$ cat src/rtl/gesture_av_pkg.sv
`default_nettype none
// ==========================================================================
// gesture_av_pkg : shared types/constants for the gesture A/V front panel
// Revision 1.0
// ==========================================================================
package gesture_av_pkg;

   typedef enum logic [1:0] {
      NOP  = 2'b00,
      UP   = 2'b01,
      DOWN = 2'b10,
      MUTE = 2'b11
   } gest_cmd_t;

   typedef enum logic [1:0] {
      IDLE    = 2'd0,
      APPLY   = 2'd1,
      HOLDOFF = 2'd2
   } ctrl_state_t;

   typedef enum logic {
      BUTTON  = 1'b0,
      GESTURE = 1'b1
   } grant_t;

   localparam logic [2:0] VOL_MAX   = 3'd7;
   localparam logic [3:0] DISP_MUTE = 4'hF;

endpackage
`default_nettype wire

$ cat src/rtl/button_debouncer.sv
`default_nettype none
// ==========================================================================
// button_debouncer : sync + debounce of an active-low button, one pulse/press
// Revision 1.0
// ==========================================================================
module button_debouncer #(
   parameter int DEBOUNCE_CYCLES = 4
) (
   input  logic Clock,
   input  logic nReset,
   input  logic button,
   output logic press
);

   localparam int             CW       = $clog2(DEBOUNCE_CYCLES + 1);
   localparam logic [CW-1:0]  CNT_LAST = CW'(DEBOUNCE_CYCLES - 1);

   logic          sync_1;
   logic          sync_2;
   logic          reported;
   logic [CW-1:0] count;

   // Synchroniser resets high so an idle button never looks pressed
   always_ff @(posedge Clock or negedge nReset) begin
      if (!nReset) begin
         sync_1   <= 1'b1;
         sync_2   <= 1'b1;
         count    <= '0;
         reported <= 1'b0;
         press    <= 1'b0;
      end else begin
         sync_1 <= button;
         sync_2 <= sync_1;
         press  <= 1'b0;
         if (sync_2) begin
            count    <= '0;
            reported <= 1'b0;
         end else if (!reported) begin
            if (count == CNT_LAST) begin
               press    <= 1'b1;
               reported <= 1'b1;
               count    <= '0;
            end else begin
               count <= count + 1'b1;
            end
         end
      end
   end

endmodule
`default_nettype wire

$ cat src/rtl/volume_arbiter.sv
`default_nettype none
// ==========================================================================
// volume_arbiter : button/gesture round-robin arbiter owning volume and mute
// Revision 1.0
// ==========================================================================
module volume_arbiter
   import gesture_av_pkg::*;
#(
   parameter int DEBOUNCE_CYCLES = 4,
   parameter int HOLDOFF_CYCLES  = 16
) (
   input  logic       Clock,
   input  logic       nReset,
   input  logic       button,
   input  logic       gest_req,
   input  logic [1:0] gest_cmd,
   output logic       gest_ack,
   output logic [2:0] volume_out,
   output logic [3:0] display_value,
   output logic       muted,
   output logic       busy
);

   localparam int            HW        = (HOLDOFF_CYCLES > 1) ? $clog2(HOLDOFF_CYCLES) : 1;
   localparam logic [HW-1:0] HOLD_LOAD = HW'(HOLDOFF_CYCLES - 1);

   ctrl_state_t   state, state_n;
   grant_t        grant, grant_n;
   grant_t        last_grant, last_grant_n;
   logic          btn_pending, btn_pending_n;
   logic [HW-1:0] hold_cnt, hold_cnt_n;
   logic [2:0]    volume, volume_n;
   logic          mute_q, mute_n;
   logic          press;
   gest_cmd_t     cmd;

   assign cmd = gest_cmd_t'(gest_cmd);

   button_debouncer #(
      .DEBOUNCE_CYCLES (DEBOUNCE_CYCLES)
   ) u_debouncer (
      .Clock  (Clock),
      .nReset (nReset),
      .button (button),
      .press  (press)
   );

   always_ff @(posedge Clock or negedge nReset) begin
      if (!nReset) begin
         state       <= IDLE;
         grant       <= BUTTON;
         last_grant  <= GESTURE;
         btn_pending <= 1'b0;
         hold_cnt    <= '0;
         volume      <= 3'd0;
         mute_q      <= 1'b0;
      end else begin
         state       <= state_n;
         grant       <= grant_n;
         last_grant  <= last_grant_n;
         btn_pending <= btn_pending_n;
         hold_cnt    <= hold_cnt_n;
         volume      <= volume_n;
         mute_q      <= mute_n;
      end
   end

   always_comb begin
      state_n       = state;
      grant_n       = grant;
      last_grant_n  = last_grant;
      hold_cnt_n    = hold_cnt;
      volume_n      = volume;
      mute_n        = mute_q;
      btn_pending_n = btn_pending | press;
      gest_ack      = 1'b0;

      case (state)
         IDLE: begin
            if (btn_pending || gest_req) begin
               if (btn_pending && gest_req)
                  grant_n = (last_grant == GESTURE) ? BUTTON : GESTURE;
               else if (btn_pending)
                  grant_n = BUTTON;
               else
                  grant_n = GESTURE;
               last_grant_n = grant_n;
               state_n      = APPLY;
            end
         end

         APPLY: begin
            state_n    = HOLDOFF;
            hold_cnt_n = HOLD_LOAD;
            if (grant == BUTTON) begin
               // A press arriving now is dropped: pending is still set
               btn_pending_n = 1'b0;
               if (mute_q)
                  mute_n = 1'b0;
               else
                  volume_n = volume + 3'd1;
            end else begin
               gest_ack = 1'b1;
               case (cmd)
                  UP: begin
                     mute_n = 1'b0;
                     if (volume != VOL_MAX)
                        volume_n = volume + 3'd1;
                  end
                  DOWN: begin
                     if (volume != 3'd0)
                        volume_n = volume - 3'd1;
                  end
                  MUTE:    mute_n = ~mute_q;
                  default: ;
               endcase
            end
         end

         HOLDOFF: begin
            if (hold_cnt == '0)
               state_n = IDLE;
            else
               hold_cnt_n = hold_cnt - 1'b1;
         end

         default: state_n = IDLE;
      endcase
   end

   assign muted         = mute_q;
   assign volume_out    = mute_q ? 3'd0 : volume;
   assign display_value = mute_q ? DISP_MUTE : {1'b0, volume};
   assign busy          = (state != IDLE);

endmodule
`default_nettype wire

$ cat config.mk
export PLATFORM = sky130hd
export DESIGN_NAME = volume_arbiter
export DESIGN_NICKNAME = d
export VERILOG_FILES = /design/src/rtl/gesture_av_pkg.sv /design/src/rtl/button_debouncer.sv /design/src/rtl/volume_arbiter.sv
export SDC_FILE = /design/constraint.sdc
export NUM_CORES = 1
export LEC_CHECK = 0
export BUFFER_PORTS_ARGS = -buffer_cell sky130_fd_sc_hd__buf_2
export CAP_MARGIN = 10
export CORE_UTILIZATION = 54
export CTS_CLUSTER_DIAMETER = 100
export DETAILED_ROUTE_END_ITERATION = 8
export MAX_ROUTING_LAYER = met4
export PLACE_DENSITY = 0.87
export SLEW_MARGIN = 20
export SYNTH_ARGS = -nofsm -noshare
export SYNTH_HDL_FRONTEND = slang
export SYNTH_SLANG_ARGS = --single-unit
$ cat constraint.sdc
create_clock -name Clock -period 5.1 [get_ports Clock]
set_clock_uncertainty 0.15 [all_clocks]
set_input_delay 1.02 -clock Clock [delete_from_list [all_inputs] [get_ports Clock]]
set_output_delay 1.02 -clock Clock [all_outputs]
set_load 0.005 [all_outputs]
==> flow_summary.yaml <==
yosys:
  syn_nets: 112
  yosysWarnings: 0
  synthDistinctLibCells: 34
  synthSimpleGateAreaFrac_pct: 22.49
  syn_area_per_cell_sq_um: 10.23
  synth_compound_area_share_pct: 12.96
  syn-cell-area_sq_mm: 0.001023
  ys_seq_elements: 20
  synth_xor_area_share_pct: 2.567
  synth_adder_area_share_pct: 7.335
  syn_inst: 100
  muxShareOfSynthArea_pct: 2.078
  synth_top_family_by_area: "simple AND/OR/NAND/NOR gates"
  seq_area_frac_synth_pct: 49.27
power:
  seq_power_share_pct: 40.4
  p_leak_nw: 0.5649
  sw_frac_of_total_pct: 36.86
  power.clock.fraction_pct: 19.0
  power.switching_w: 0.0002526
  power.density_mw_per_mm2: 583.4
  combinationalPowerShare_pct: 40.6
  p_int_w: 0.0004328
  vdd_drop_max_mv: 0.3397
setup_path:
  worstPathMaxFanout: 8
  end_kind: "primary output"
  cp_slowest_stage_delay_ps: 460
  crit_chain: "and2b_1, and2_1, buf_2"
  path_class: "flop to primary output"
  slowest_stage: "dfrtp_1"
  required_ps: 3930
  worstPathArrival_ps: 1370
  start_kind: "flop"
drt:
  drc: 0
  routed_wirelength_um: 1875
  post_drt_wl_per_cell_um: 13.11
  drtPass1Iterations: 4
  drt_iter0_drc: 6
  vias: 778
  final_antenna_net_count: 0
  viasPerCell: 5.441
layout:
  final_layout_size_suffix_gt1_share_pct: 24.58
  fillCellCount: 141
  final_nets: 131
  area_growth_pct: 14.79
  utilization_pct: 67.31
  regArea_sq_um: 504.2
  diodes: 0
  multiInputGateArea_sq_um: 485.5
  final_area_sq_mm: 0.001175
sta:
  tightest_slew_ps: 437.2
  rsz0062_at_grt: "no"
  setup_viol: 0
  relSlewSlack_pct: 70.86
  finalSetupTns_ps: 0
  hold_violations: 0
  fin_crit_sh_pct: 49.75
  timing.fmax_mhz: 394.1
  final_max_slew_viol_count: 0
  layout_min_cycle_time_ps: 2537
floorplan:
  start_util_pct: 58.64
  die_height_um: 45.54
  core_area_sq_mm: 0.001745
  row_count: 15
  die_area_sq_mm: 0.002073
  pin_count: 16
  die_w_um: 45.54
clock_network:
  cts-buffers-inserted: 3
  cts-resized-gates: 0
  path_clk_slew_ps: 120
  htreeDepth: 1
  clockBufferDepth: 2
  clk_latency_ps: 310
  cts_tree: "done"
  cts_setup_buffers: 0
  cts_hold_buf: 0
  cts.sinks: 20
  cts_root_buffer: "clkbuf_4"
job:
  drv_cap: 0
global_route:
  met1_usage_pct: 25.38
  grt_remaining_overflow: 0
  grt_use_total_pct: 23.16
  grt_pass1_vias: 739
  antenna_found_initial: 0
  met2_usage_pct: 36.00
  grt_pass1_wl_um: 3153
  busiest_layer: "met2"
  met3_usage_pct: 6.349
  grt_max_degree: 21
placement:
  placed_area_sq_mm: 0.001122
  gp_congestion: 0.8377
  io_buffers: 15
  place_hpwl_um: 1414
worst_hold_path:
  hold_path_class: "flop to flop"
status:
  status: "complete, no violations"
-- synth_stat cells (all sizes together) --
master   n  area, sq um
nor2b    4        25.02
and3     1        6.260
nand2b   4        27.53
mux2     1        11.26
and2     1        6.260
or2      3        18.77
a32oi    1        8.760
o32ai    1        16.27
or3b     1        11.26
nand3b   2        15.01
mux2i    1        10.01
buf      1        7.510
a21oi    5        25.02
inv      7        26.28
dfrtp   17        425.4
and2b    2        15.01
nand4b   1        8.760
o211ai   1        7.510
o22a     1        8.760
a31oi    3        18.77
ha       6        75.07
a21o     2        22.52
nor3b    1        7.510
nor3     3        15.01
xor2     1        8.760
nand2    7        26.28
xnor2    2        17.52
nor2    10        37.54
nand3    2        10.01
dfstp    3        78.83
o21ai    5        25.02
-- flip-flops by register name (all words and copies together) (netlist names) --
signal,count
volume,3
state,2
u_debouncer.reported,1
muted,1
grant,1
u_debouncer.sync_1,1
hold_cnt,4
u_debouncer.count,3
last_grant,1
u_debouncer.sync_2,1
u_debouncer.press,1
btn_pending,1
-- logic make-up after synthesis --
kind of cell / count (synthesis)
compound gates: 19
mux: 2
simple gates: 42
flops: 20
fa+ha+maj: 6
buf+inv: 8
xor+xnor: 3
-- layout make-up --
type	count	share of cell area [%]
clock buffers	3	1.917
repair buffers	15	6.390
inverters	7	2.236
flip-flops and latches	20	42.92
clock inverters	1	2.556
well taps	25	2.662
multi-input cells	72	41.32
-- metrics by stage --
step / hold slack (ps) / power (W) / instances / setup WS [ps]
finish: 216.1 / 0.0006855 / 143 / 2563
global route: 225.8 / 0.0007405 / 143 / 2506
CTS: 217.0 / 0.0006888 / 143 / 2563
detailed placement: 197.6 / 0.0005578 / 139 / 2907
global placement: 199.2 / 0.0005378 / 139 / 2959
floorplan: 195.2 / 0.0004657 / 100 / 3108
-- final timing paths --
path / startpoint / endpoint / slack, ps / cells after the start
worst max-delay path: state[1]$_DFFE_PN0P_ / gest_ack / 2560 / 3
worst min-delay path: u_debouncer.sync_1$_DFF_PN1_ / u_debouncer.sync_2$_DFF_PN1_ / 220 / 0
worst max register to register: hold_cnt[0]$_DFFE_PN0P_ / hold_cnt[3]$_DFFE_PN0P_ / 3230 / 6
worst min register to register: u_debouncer.sync_1$_DFF_PN1_ / u_debouncer.sync_2$_DFF_PN1_ / 220 / 0
max in group asynchronous: nReset / last_grant$_DFFE_PN1P_ / 3990 / 1
min in group asynchronous: nReset / hold_cnt[2]$_DFFE_PN0P_ / 480 / 1
-- metal layers --
| metal | routed length, um | part of all wire [%] | vias up |
|---|---|---|---|
| met4 | 60 | 3.2 | 0 |
| met1 | 765 | 41 | 374 |
| li1 | - | - | 379 |
| met3 | 71 | 3.8 | 6 |
| met5 | 0 | 0 | - |
| met2 | 978 | 52 | 19 |
-- placed cells by master, fill, tap and decap left out, types with 4 or more instances in the layout --
master	count
inv_1	7
buf_2	15
ha_1	6
dfrtp_1	17
nor2b_1	4
nor2_1	10
a21oi_1	5
o21ai_0	4
nand2_1	7
-- critical path: cells and delay by family, from the launching register on --
family,cells,cell delay [ps]
flip-flops,1,460
AND/OR/NAND/NOR,2,470
buffers and inverters,1,120
-- power by group through the flow --
stage,Sequential (W),Combinational [W],Clock (W)
floorplan,0.000264,0.000202,0
detailed placement,0.000280,0.000278,0
global placement,0.000276,0.000262,0
CTS,0.000277,0.000280,0.000132
finish,0.000277,0.000278,0.000130
global route,0.000288,0.000314,0.000138
Power figures use the tool's default switching activity.
